<file path="src/rtl/tone_seq_pkg.sv">
// Shared state type, constants and saturation helper for the multi-voice tone sequencer.
package tone_seq_pkg;

  typedef enum logic [1:0] {
    IDLE  = 2'd0,
    PLAY  = 2'd1,
    PAUSE = 2'd2
  } seq_state_t;

  localparam int REST_HALF_PERIOD = 0;
  localparam int ROM_LATENCY      = 1;

  // Clamp a signed value into the range of an out_w-bit two's complement word.
  function automatic logic signed [63:0] sat_resize(input logic signed [63:0] value,
                                                    input int unsigned        out_w);
    logic signed [63:0] max_v;
    logic signed [63:0] min_v;
    max_v = (64'sd1 <<< (out_w - 1)) - 64'sd1;
    min_v = -(64'sd1 <<< (out_w - 1));
    if (value > max_v) begin
      return max_v;
    end else if (value < min_v) begin
      return min_v;
    end
    return value;
  endfunction

endpackage

</file>
<file path="src/rtl/tone_voice.sv">
// One square-wave track: latches a half-period per song step and emits a signed
// +/-AMPLITUDE contribution (zero for a rest or while muted).
module tone_voice
  import tone_seq_pkg::*;
#(
  parameter int HALF_PERIOD_W = 19,
  parameter int CONTRIB_W     = 34,
  parameter int AMPLITUDE     = 100000000
) (
  input  logic                     CLOCK_50,
  input  logic                     resetn,
  input  logic                     clear,
  input  logic                     latch,
  input  logic                     run,
  input  logic                     mute,
  input  logic [HALF_PERIOD_W-1:0] half_period_in,
  output logic [CONTRIB_W-1:0]     contribution
);

  localparam logic [CONTRIB_W-1:0] AMP_POS = CONTRIB_W'(AMPLITUDE);
  localparam logic [CONTRIB_W-1:0] AMP_NEG = CONTRIB_W'(0) - AMP_POS;

  logic [HALF_PERIOD_W-1:0] half_period;
  logic [HALF_PERIOD_W-1:0] phase;
  logic                     tone;
  logic                     is_rest;

  assign is_rest = (half_period == HALF_PERIOD_W'(REST_HALF_PERIOD));

  // Phase runs 0..half_period and flips the tone bit on wrap, so a full period is 2*(hp+1).
  always_ff @(posedge CLOCK_50 or negedge resetn) begin
    if (!resetn) begin
      half_period <= '0;
      phase       <= '0;
      tone        <= 1'b0;
    end else if (clear) begin
      half_period <= '0;
      phase       <= '0;
      tone        <= 1'b0;
    end else if (latch) begin
      half_period <= half_period_in;
      phase       <= '0;
      tone        <= 1'b0;
    end else if (run && !is_rest) begin
      if (phase == half_period) begin
        phase <= '0;
        tone  <= ~tone;
      end else begin
        phase <= phase + HALF_PERIOD_W'(1);
      end
    end
  end

  always_comb begin
    contribution = '0;
    if (!mute && !is_rest) begin
      contribution = tone ? AMP_POS : AMP_NEG;
    end
  end

endmodule

</file>
<file path="src/rtl/tone_sequencer.sv">
// Multi-voice square-wave song player: control FSM, shared step address, per-track voices
// and a registered saturating mixer. Build macro TONE_SEQ_MIC_MIX_EN adds a mixed-in mic input.
module tone_sequencer
  import tone_seq_pkg::*;
#(
  parameter int NUM_VOICES    = 2,
  parameter int HALF_PERIOD_W = 19,
  parameter int SONG_LEN      = 1000,
  parameter int ADDR_W        = $clog2(SONG_LEN),
  parameter int BEAT_CYCLES   = 2500000,
  parameter int AMPLITUDE     = 100000000,
  parameter int SAMPLE_W      = 32
) (
  input  logic                                CLOCK_50,
  input  logic                                resetn,
  input  logic                                start,
  input  logic                                stop,
  input  logic                                pause,
  input  logic                                loop_en,
  output logic [ADDR_W-1:0]                   rom_addr,
  input  logic [NUM_VOICES*HALF_PERIOD_W-1:0] rom_data,
  input  logic                                audio_out_allowed,
`ifdef TONE_SEQ_MIC_MIX_EN
  input  logic [SAMPLE_W-1:0]                 mic_in,
  input  logic                                mic_valid,
`endif
  output logic                                write_audio_out,
  output logic [SAMPLE_W-1:0]                 sample_out,
  output logic                                busy,
  output logic                                done
);

  localparam int BEAT_W = (BEAT_CYCLES > 1) ? $clog2(BEAT_CYCLES) : 1;
  localparam int SUM_W  = SAMPLE_W + $clog2(NUM_VOICES) + 1;
  localparam logic [BEAT_W-1:0] BEAT_LAST  = BEAT_W'(BEAT_CYCLES - 1);
  localparam logic [BEAT_W-1:0] BEAT_LATCH = BEAT_W'(ROM_LATENCY);
  localparam logic [ADDR_W-1:0] ADDR_LAST  = ADDR_W'(SONG_LEN - 1);

  seq_state_t              state;
  seq_state_t              next_state;
  logic [BEAT_W-1:0]       beat_cnt;
  logic                    playing;
  logic                    start_action;
  logic                    beat_term;
  logic                    song_end;
  logic                    voice_latch;
  logic [SUM_W-1:0]        voice_contrib [NUM_VOICES];
  logic signed [SUM_W-1:0] mix_sum;
  logic [SAMPLE_W-1:0]     sample_next;
  logic                    write_next;

  always_comb begin
    playing      = (state == PLAY);
    start_action = start && !stop;
    beat_term    = playing && (beat_cnt == BEAT_LAST);
    song_end     = beat_term && (rom_addr == ADDR_LAST) && !loop_en;
    voice_latch  = playing && (beat_cnt == BEAT_LATCH) && !start_action && !stop;
  end

  // stop beats start; a start samples pause so it can land directly in PAUSE.
  always_comb begin
    next_state = state;
    if (stop) begin
      next_state = IDLE;
    end else if (start) begin
      next_state = pause ? PAUSE : PLAY;
    end else begin
      case (state)
        IDLE:    next_state = IDLE;
        PLAY: begin
          if (song_end) begin
            next_state = IDLE;
          end else if (pause) begin
            next_state = PAUSE;
          end
        end
        PAUSE: begin
          if (!pause) begin
            next_state = PLAY;
          end
        end
        default: next_state = IDLE;
      endcase
    end
  end

  always_ff @(posedge CLOCK_50 or negedge resetn) begin
    if (!resetn) begin
      state <= IDLE;
    end else begin
      state <= next_state;
    end
  end

  assign busy = (state == PLAY) || (state == PAUSE);

  // Beat and step counters only advance in PLAY, which is what freezes them during a pause.
  always_ff @(posedge CLOCK_50 or negedge resetn) begin
    if (!resetn) begin
      beat_cnt <= '0;
      rom_addr <= '0;
    end else if (start_action) begin
      beat_cnt <= '0;
      rom_addr <= '0;
    end else if (playing && !stop) begin
      if (beat_term) begin
        beat_cnt <= '0;
        if (rom_addr < ADDR_LAST) begin
          rom_addr <= rom_addr + ADDR_W'(1);
        end else if (loop_en) begin
          rom_addr <= '0;
        end
      end else begin
        beat_cnt <= beat_cnt + BEAT_W'(1);
      end
    end
  end

  for (genvar v = 0; v < NUM_VOICES; v++) begin : g_voice
    tone_voice #(
      .HALF_PERIOD_W (HALF_PERIOD_W),
      .CONTRIB_W     (SUM_W),
      .AMPLITUDE     (AMPLITUDE)
    ) u_voice (
      .CLOCK_50       (CLOCK_50),
      .resetn         (resetn),
      .clear          (start_action),
      .latch          (voice_latch),
      .run            (playing),
      .mute           (!playing),
      .half_period_in (rom_data[v*HALF_PERIOD_W +: HALF_PERIOD_W]),
      .contribution   (voice_contrib[v])
    );
  end

`ifdef TONE_SEQ_MIC_MIX_EN
  logic [SAMPLE_W-1:0] mic_q;

  always_ff @(posedge CLOCK_50 or negedge resetn) begin
    if (!resetn) begin
      mic_q <= '0;
    end else if (mic_valid) begin
      mic_q <= mic_in;
    end
  end

  assign write_next = audio_out_allowed & mic_valid;
`else
  assign write_next = audio_out_allowed;
`endif

  // Full-width sum cannot overflow; saturation happens only when narrowing to SAMPLE_W.
  always_comb begin
    mix_sum = '0;
    for (int v = 0; v < NUM_VOICES; v++) begin
      mix_sum = mix_sum + $signed(voice_contrib[v]);
    end
`ifdef TONE_SEQ_MIC_MIX_EN
    mix_sum = mix_sum + SUM_W'($signed(mic_q));
`endif
    sample_next = SAMPLE_W'(sat_resize(64'(mix_sum), SAMPLE_W));
  end

  always_ff @(posedge CLOCK_50 or negedge resetn) begin
    if (!resetn) begin
      sample_out      <= '0;
      write_audio_out <= 1'b0;
      done            <= 1'b0;
    end else begin
      sample_out      <= sample_next;
      write_audio_out <= write_next;
      done            <= song_end && !start && !stop;
    end
  end

endmodule

</file>
<file path="config.mk">
export PLATFORM = sky130hd
export DESIGN_NAME = tone_sequencer
export DESIGN_NICKNAME = d
export VERILOG_FILES = /design/src/rtl/tone_seq_pkg.sv /design/src/rtl/tone_voice.sv /design/src/rtl/tone_sequencer.sv
export SDC_FILE = /design/constraint.sdc
export NUM_CORES = 1
export LEC_CHECK = 0
export BUFFER_PORTS_ARGS = -buffer_cell sky130_fd_sc_hd__buf_2
export CORE_MARGIN = 3
export CORE_UTILIZATION = 43
export CTS_BUF_LIST = sky130_fd_sc_hd__clkbuf_8
export DETAILED_ROUTE_END_ITERATION = 8
export SLEW_MARGIN = 20
export SYNTH_ARGS = -nofsm -noshare
export SYNTH_HDL_FRONTEND = slang
export SYNTH_SLANG_ARGS = --single-unit
</file>
<file path="constraint.sdc">
create_clock -name CLOCK_50 -period 9.62 [get_ports CLOCK_50]
set_clock_uncertainty 0.1 [all_clocks]
set_input_delay 0.481 -clock CLOCK_50 [delete_from_list [all_inputs] [get_ports CLOCK_50]]
set_output_delay 0.481 -clock CLOCK_50 [all_outputs]
set_load 0.02 [all_outputs]
</file>
======== Word-level counts from Yosys, hierarchy flattened ========
Cells that the tools add are included.
W data, S select, Z words.
word-level totals
  bits in registers ....................... 146
  output and inout bits ................... 45
cells by class
  add/subtract/negate cells ............... 5
  magnitude comparators ................... 3
  equal/unequal tests ..................... 9
  mux-type cells .......................... 44
  bitwise logic cells ..................... 2
  reduce and logical (&&, ||, !) cells .... 33
operator list
  kind                     number
  $mux W19                 12
  $mux W34                 4
  $mux W32                 3
  $mux W22                 3
  $mux W10                 5
  $add A19 B1 Y19 const B  2
  $eq A19 B19 Y1           2
  $logic_not A19 Y1        2
  $add A34 B34 Y34         1
  $gt A34 B32 Y1 const B   1
  $lt A34 B32 Y1 const B   1
  $add A22 B1 Y22 const B  1
  $eq A22 B1 Y1 const B    1
  $eq A22 B22 Y1 const B   1
  $reduce_bool A3 Y1       5
  $logic_and A1 B1 Y1      12
  $mux W2                  6
  $add A10 B1 Y10 const B  1
  $eq A10 B10 Y1 const B   1
  $lt A10 B10 Y1 const B   1
  $mux W1                  10
  $logic_not A1 Y1         6
  $reduce_and A2 Y1        3
  $reduce_bool A2 Y1       3
  8 further kinds          9

======== Longest topological paths before layout ========
Gate-level depths: netlist of the first run.
  depth in word-level cells ............... 9
  depth in mapped cells ................... 15
  mapped depth without buffers ............ 11

======== Cells and area by module ========
Synthesis of the first run repeated with hierarchy kept, for this count alone.
second synthesis, totals
  cell total of the unflattened synthesis .. 1069
  area total of the unflattened synthesis .. 9623.0 µm²
by module, submodules not included
  module          instances  cells an instance  area each (µm²)
  tone_sequencer  1          579                4921.0
  tone_voice      2          245                2351.0

======== Least setup slack after synthesis of the first run ========
OpenSTA, ideal clock, no wires.
  path type ............................... register to register
  start point ............................. reg g_voice[0].u_voice.half_period[15]
  end point ............................... reg sample_out[26]
  library setup time ...................... 0.083 ns
  arrival ................................. 3.776 ns
  data required time ...................... 9.437 ns
  setup slack ............................. 5.661 ns
  stages on the path, launching flop included .. 14
  clock period less this slack ............ 3.959 ns
  path through ............................ dfrtp_1 > or3_1 > o31ai_2 > clkbuf_1 > inv_1 > ha_1 > fa_1 > fa_1 > o21ai_0 > a21oi_1 > and2_1 > clkbuf_1 > clkbuf_1 > o21ai_0
between the ends
  longest elaborated chain between the ends .. 9
  elaborated cells on any way between the ends .. 11
  those cells by class .................... 1 x add/sub; 2 x order compare; 5 x mux; 3 x reduce/logical
ends and longest elaborated chain
  what                      RTL line               source
  start: declaration        tone_voice.sv:23       logic [HALF_PERIOD_W-1:0] half_period;
  start signal: assignment  tone_voice.sv:41       half_period <= half_period_in;
  $logic_not A19 Y1 *       tone_voice.sv:28       assign is_rest = (half_period == HALF_PERIOD_W'(REST_HALF_PERIOD));
  $logic_not A1 Y1 *        tone_voice.sv:56       if (!mute && !is_rest) begin
  $logic_and A1 B1 Y1 *     tone_voice.sv:56
  $mux W34 *                tone_voice.sv:56
  $add A34 B34 Y34 *        tone_sequencer.sv:156  mix_sum = mix_sum + $signed(voice_contrib[v]);
  $lt A34 B32 Y1            tone_seq_pkg.sv:22     end else if (value < min_v) begin
  $mux W1                   tone_seq_pkg.sv:22
  $mux W1                   tone_seq_pkg.sv:20     if (value > max_v) begin
  $mux W32 *                tone_seq_pkg.sv:25     return value;
  via sample_next[26]       tone_sequencer.sv:49   logic [SAMPLE_W-1:0] sample_next;
  end signal: assignment    tone_sequencer.sv:170  sample_out <= sample_next;
  end: declaration          tone_sequencer.sv:28   output logic [SAMPLE_W-1:0] sample_out,
Mark *: on every way through the listed nets, which the timed path passes. The rest lies on a longest branch.
A chain may end at the register's enable or synchronous reset.

======== Worst setup path in the final report of the first run ========
  start point ............................. reg g_voice[1].u_voice.half_period[14]
  end point ............................... reg sample_out[13]
between the ends
  longest elaborated chain between the ends .. 9
  elaborated cells on any way between the ends .. 11
  those cells by class .................... 1 x add/sub; 2 x order compare; 5 x mux; 3 x reduce/logical
ends and longest elaborated chain
  what                      RTL line
  start: declaration        tone_voice.sv:23
  start signal: assignment  tone_voice.sv:41
  $logic_not A19 Y1 *       tone_voice.sv:28
  $logic_not A1 Y1 *        tone_voice.sv:56
  $logic_and A1 B1 Y1 *     tone_voice.sv:56
  $mux W34 *                tone_voice.sv:56
  $add A34 B34 Y34 *        tone_sequencer.sv:156
  $lt A34 B32 Y1            tone_seq_pkg.sv:22
  $mux W1                   tone_seq_pkg.sv:22
  $mux W1                   tone_seq_pkg.sv:20
  $mux W32 *                tone_seq_pkg.sv:25
  via sample_next[13]       tone_sequencer.sv:49
Marks and branches as above.

==> results by group, run 1 <==
CTS
  – Root buffer cell: clkbuf_8
  – Worst-case clock buffer depth: 2
  – Number of buffers created by CTS: 17
  – CTS Sinks: 138
  – H-tree levels: 4
  – Post-CTS Setup Bufs: 0
  – Worst-path clk slew: 0.08 ns
  – TritonCTS clock tree: yes
  – Later-pin clock latency in the skew report: 0.46 ns

Detailed routing
  – Via Count: 6,005
  – Starting DRT DRC Count: 460
  – Via density per instance: 5.40
  – Remaining antenna violation count after routing: 0
  – WL final: 17.3 mm
  – Residual DRC: 0
  – DR pass1 iterations: 5
  – Wire per inst: 15.6 µm

Pwr
  – Leak pwr: 3.80 nW
  – Total power: 0.00137 W
  – Maximum VDD drop: 0.0956 mV
  – Pwr Density: 163 nW/µm²
  – Sw frac: 25.8%
  – P_sw: 0.000354 W
  – Logic pwr share: 11.3%
  – Clock network fraction of total power: 43.2%
  – Internal: 0.00102 W
  – Register share of total power: 45.5%

Place
  – Port bufs: 89
  – Placed insts: 1,079
  – HPWL Detailed: 11.9 mm
  – Global placer's final weighted congestion: 0.820

Timing
  – Max-slew violation count: 0
  – Final Critical Period: 3.99 ns
  – Rel. slew slack: 28.8%
  – TNS Setup: 0 ns
  – Final-report hold violation count: 0
  – Unrepaired setup endpoints after global routing: no
  – Setup violators final: 0
  – Worst Tran Pin Value: 1.06 ns
  – Hold_ws: 0.0327 ns
  – FMAX: 250 MHz
  – Final period utilization: 41.5%

Critical path
  – Cell depth of the worst flop-to-flop path: 12
  – Stages on the worst setup path: 12
  – Delay-heaviest family, CP: adder cells
  – Worst setup endpoint: sample_out[13]
  – Worst R2R Start: g_voice[1].u_voice.half_period[14]
  – Worst-path cell chain: nor4_1 > nand4_1 > o41ai_4 > buf_4 > inv_1 > ha_1 > fa_1 > fa_1 > o21ai_0 > a21oi_1 > and2_1 > o21ai_0
  – Worst path max stage delay: 0.51 ns
  – CP arrival: 4.25 ns
  – Crit Path Class: flop to flop
  – CP startpoint: g_voice[1].u_voice.half_period[14]
  – Critical Path Source Type: flop
  – Slowest CP cell: fa_1
  – CP Capture Type: flop
  – Crit path buf inv count: 2
  – Flop2flop setup slack: 5.63 ns
  – Worst-path fanout max: 25
  – Worst EP required: 9.88 ns
  – Worst reg2reg path endpoint: sample_out[13]

Yosys
  – Largest area contributor in the netlist: dfrtp_1
  – Mapped cell area: 7330 µm²
  – Post-synthesis compound-gate area fraction: 16.0%
  – Multiplexer share of the synthesized area: 0.137%
  – Synthesis-stage register bit count: 138
  – Post-synth cell types: 54
  – Seq/Total Area, Yosys: 47.1%
  – Largest family of logic cells by synthesized area: simple AND/OR/NAND/NOR gates
  – Synth area leaders: dfrtp_1 (47%), nand2_1 (6.5%), o21ai_0 (6.4%), xnor2_1 (6.3%), nor2_1 (3.4%)
  – Async SR Flop Fraction: 100%
  – Post-synth EDFFs: 0
  – Top cells by count, synth: dfrtp_1 (138), nand2_1 (126), o21ai_0 (94)
  – YS warnings: 0
  – Dominant synthesized flop cell: dfrtp_1
  – Area share of xor/xnor cells in the synthesized design: 8.49%
  – Synthesized area per cell: 9.01 µm²
  – Yosys top cell area share: 47.1%
  – Area share of fa/ha/maj cells after synthesis: 2.80%
  – Simple-Gate Fraction of Synth Area: 21.3%
  – Most numerous cell in the Yosys netlist: dfrtp_1
  – Syn Nets: 872
  – Cells after Synth: 813

Layout
  – Nets: 938
  – Layout cells sized above 1: 15.7%
  – Area growth syn-to-layout: 14.7%
  – Multi-input logic area: 3590 µm²
  – Final core occ: 50.5%
  – Layout fillers: 1,571
  – Final Non-Filler Cells: 1,112
  – Sequential Area: 3450 µm²
  – ANT cells: 0

GRT
  – Initial antenna violation count: 0
  – GRT Residual Overflow: 0
  – Largest net degree at the start of global routing: 75
  – Gr usage total: 19.6%
  – Vias in the first global route: 5,733
  – First-pass GRT wire length: 29.2 mm

Floorplanning
  – Chip Width: 137 µm
  – Chip height: 137 µm
  – Initial Util: 44.0%
  – Die Area: 18,600 µm²
  – I/O Pins: 90
  – Num rows: 47
  – Core Area: 16,600 µm²

Outcome
  – Status: finished clean

Hold path
  – Min-Delay Path Class: input pin to flop

Flow run
  – Max_cap viols: 0
==> power groups by stage <==
| stage | clock network [W] | logic [W] | registers (W) |
|---|---|---|---|
| floorplan | 0 | 0.0000911 | 0.000641 |
| global placement | 0 | 0.000155 | 0.000636 |
| detailed placement | 0 | 0.000156 | 0.000636 |
| CTS | 0.000606 | 0.000157 | 0.000625 |
| global route | 0.000634 | 0.000174 | 0.000629 |
| finish | 0.000592 | 0.000155 | 0.000625 |
==> cells by family (layout without fill, tap and decap cells) <==
kind of cell,after synthesis,after routing
AO/OA/AOI/OAI,191,191
XOR/XNOR,71,71
adder cells (fa/ha/maj),14,14
buffers and inverters,69,148
flip-flops,138,138
multiplexers,1,1
AND/OR/NAND/NOR,329,329
==> metal layers <==
layer / part of all wire (%) / vias up / GRT usage (%) / wire length, µm
met4: 1.0 / 0 / 5.99 / 176
met2: 48 / 121 / 30.7 / 8250
met5: 0 / - / 0 / 0
met1: 48 / 2889 / 27.5 / 8280
li1: - / 2984 / - / -
met3: 3.6 / 11 / 4.15 / 630
==> layout make-up <==
class / instances / share of cell area, %
clock inverter: 11 / 2.55
clock buffer: 21 / 3.44
inverter: 20 / 0.894
sequential: 138 / 41.1
tap: 220 / 3.28
timing repair buffer: 96 / 6.03
multi-input combinational: 606 / 42.7
==> layout by cell type (no fill, tap or decap), drive strengths merged, types with 20 or more instances in the layout <==
| cell | n |
|---|---|
| nor2 | 66 |
| clkbuf | 21 |
| nand3 | 31 |
| nand4 | 28 |
| xnor2 | 53 |
| buf | 95 |
| o21ai | 98 |
| inv | 22 |
| dfrtp | 138 |
| nor4 | 20 |
| a21oi | 28 |
| nand2 | 126 |
==> stage by stage <==
stage	instance area (µm²)	setup slack, ns
global route	8400	5.37
floorplan	7330	5.66
finish	8400	5.63
detailed placement	7890	5.70
global placement	7890	5.78
CTS	8400	5.64
==> flip-flops by register name, indices dropped and copies added (netlist names) <==
signal,flops
done,1
g_voice.u_voice.tone,2
rom_addr,10
beat_cnt,22
state,2
g_voice.u_voice.phase,38
sample_out,24
g_voice.u_voice.half_period,38
write_audio_out,1
==> worst min path at each step <==
| stage | from | endpoint | slack, ns | cells past startpoint |
|---|---|---|---|---|
| 4_1_cts | audio_out_allowed | write_audio_out | 0.0004 | 1 |
| 6_report | audio_out_allowed | write_audio_out | 0.03 | 1 |
| 3_3_place_gp | resetn | sample_out[20] | 0.41 | 1 |
| 5_1_grt | audio_out_allowed | write_audio_out | 0.001 | 1 |
| 2_1_floorplan | resetn | beat_cnt[0] | 0.09 | 0 |
| 3_5_place_dp | resetn | sample_out[25] | 0.41 | 1 |
==> what timing repair did <==
action | in CTS | in global routing
gates resized for setup | 0 | 0
hold endpoints to repair | 64 | 0
hold buffers | 1 | 0
(Power assumes the default switching activity.)
==> run 2: changes to the inputs <==
Clock period 9.62 ns to 3.95 ns, I/O delays scaled along.
==> results by group, run 2 (synthesis results as in run 1) <==
GRT
  – Initial antenna violation count: 0
  – Largest net degree at the start of global routing: 89
  – First-pass GRT wire length: 30.3 mm
  – Vias in the first global route: 5,918
  – Gr usage total: 20.3%
  – GRT Residual Overflow: 0

CTS
  – Root buffer cell: clkbuf_8
  – H-tree levels: 4
  – CTS Sinks: 138
  – Post-CTS Setup Bufs: 0
  – Later-pin clock latency in the skew report: 0.45 ns
  – Worst-case clock buffer depth: 2
  – Worst-path clk slew: 0.08 ns
  – Number of buffers created by CTS: 17
  – TritonCTS clock tree: yes

Critical path
  – Delay-heaviest family, CP: adder cells
  – Slowest CP cell: fa_1
  – Worst R2R Start: g_voice[1].u_voice.half_period[2]
  – Worst setup endpoint: sample_out[8]
  – Worst reg2reg path endpoint: sample_out[8]
  – Crit path buf inv count: 1
  – CP Capture Type: flop
  – Worst-path fanout max: 19
  – Worst EP required: 4.20 ns
  – Cell depth of the worst flop-to-flop path: 11
  – Worst path max stage delay: 0.42 ns
  – Crit Path Class: flop to flop
  – Critical Path Source Type: flop
  – CP startpoint: g_voice[1].u_voice.half_period[2]
  – CP arrival: 3.91 ns
  – Flop2flop setup slack: 0.29 ns
  – Worst-path cell chain: nor4_1 > nand4_1 > o41ai_4 > inv_1 > ha_1 > fa_1 > fa_1 > o21ai_0 > a21oi_1 > and2_1 > o21ai_0
  – Stages on the worst setup path: 11

Layout
  – Nets: 988
  – Layout cells sized above 1: 15.5%
  – Final Non-Filler Cells: 1,161
  – Commonest non-fill, non-tap cell in the layout: dfrtp_1
  – Most frequent cells in the layout: dfrtp_1 (138), nand2_1 (126), o21ai_0 (94), buf_2 (88), nor2_1 (65)
  – Final instance area: 8760 µm²
  – Area growth syn-to-layout: 19.6%
  – ANT cells: 0
  – Largest regs: g_voice.u_voice.half_period (38), g_voice.u_voice.phase (38), sample_out (24)

Floorplanning
  – Num rows: 47
  – Chip height: 137 µm
  – Chip Width: 137 µm
  – Core Area: 16,600 µm²
  – Initial Util: 44.0%
  – I/O Pins: 90
  – Die Area: 18,600 µm²

Place
  – HPWL Detailed: 12.1 mm
  – Port bufs: 89
  – Pre-CTS WS: 0.299 ns
  – Placed insts: 1,086
  – Global placer's final weighted congestion: 0.827
  – Post-DP Area: 7950 µm²

Pwr
  – Pwr Density: 349 nW/µm²
  – Maximum VDD drop: 0.220 mV
  – Leak pwr: 3.95 nW

Timing
  – Hold_ws: 0.0649 ns
  – Final-report hold violation count: 0
  – Setup violators final: 0
  – Final period utilization: 92.6%
  – Max-slew violation count: 0
  – TNS Setup: 0 ns
  – Final Critical Period: 3.66 ns
  – Worst Tran Pin Value: 0.821 ns
  – Unrepaired setup endpoints after global routing: no
  – Rel. slew slack: 44.8%
  – FMAX: 273 MHz
  – Final worst slack: 0.292 ns

Hold path
  – Min-Delay Path Class: input pin to flop

Detailed routing
  – DR pass1 iterations: 5
  – Via density per instance: 5.32
  – Starting DRT DRC Count: 390
  – WL final: 18.1 mm
  – Wire per inst: 15.6 µm
  – Residual DRC: 0
  – Via Count: 6,178
  – Remaining antenna violation count after routing: 0

Flow run
  – Max_cap viols: 0

Outcome
  – Status: finished clean
[run 2: cell count changes in the layout (fill, tap and decap cells not counted), moves of 3 or more]
| cell | delta |
|---|---|
| dlygate4sd3_1 | +43 |
| bufinv_16 | -4 |
| clkinv_2 | +3 |
| buf_4 | +7 |
| clkbuf_8 | -4 |
| clkinvlp_4 | +3 |
[run 2: worst min-delay path by stage]
stage	start	endpoint	depth (start not counted)
floorplan	resetn	beat_cnt[0]	0
global placement	audio_out_allowed	write_audio_out	1
detailed placement	audio_out_allowed	write_audio_out	1
CTS	loop_en	done	4
global route	loop_en	done	4
finish	loop_en	done	4
[run 2: worst min-delay path, stage by stage]
cell and delay, ns:
buf_2 0.09, nor4_1 0.05, nand3_1 0.16, nor3_1 0.06
[run 2: area by class of cell]
cell class                      instances  area [µm²]
Fill cell                            1538        7880
Multi-Input combinational cell        606        3600
Sequential cell                       138        3450
Timing Repair Buffer                  146         990
Tap cell                              220         275
Clock buffer                           17         234
Clock inverter                         14         135
Inverter                               20        75.1
[run 2: per-layer routing]
metal	global-route usage, %	up-vias	share of wire (%)
met5	0	-	0
met4	5.71	0	1.3
met3	4.71	20	4.6
met2	31.9	158	47
met1	28.3	2927	47
li1	-	3073	-
[run 2: repair_timing]
action	CTS	global route
resized for setup	0	0
hold endpoints to repair	128	0
hold buffers	44	0
[run 2: power breakdown]
part / leakage (nW) / total, W / switching, W / internal, W
logic: 1.86 / 0.000419 / 0.000259 / 0.000160
clock network: 0.186 / 0.00112 / 0.000569 / 0.000548
registers: 1.91 / 0.00152 / 0.0000515 / 0.00147
total: 3.95 / 0.00306 / 0.000880 / 0.00218
[run 2: per-stage QoR]
step / power, W / util [%]
after global placement: 0.00193 / 47.8
after CTS: 0.00308 / 52.6
after floorplan: 0.00179 / -
final: 0.00306 / 52.7
after global routing: 0.00322 / 52.7
after detailed placement: 0.00194 / 47.8
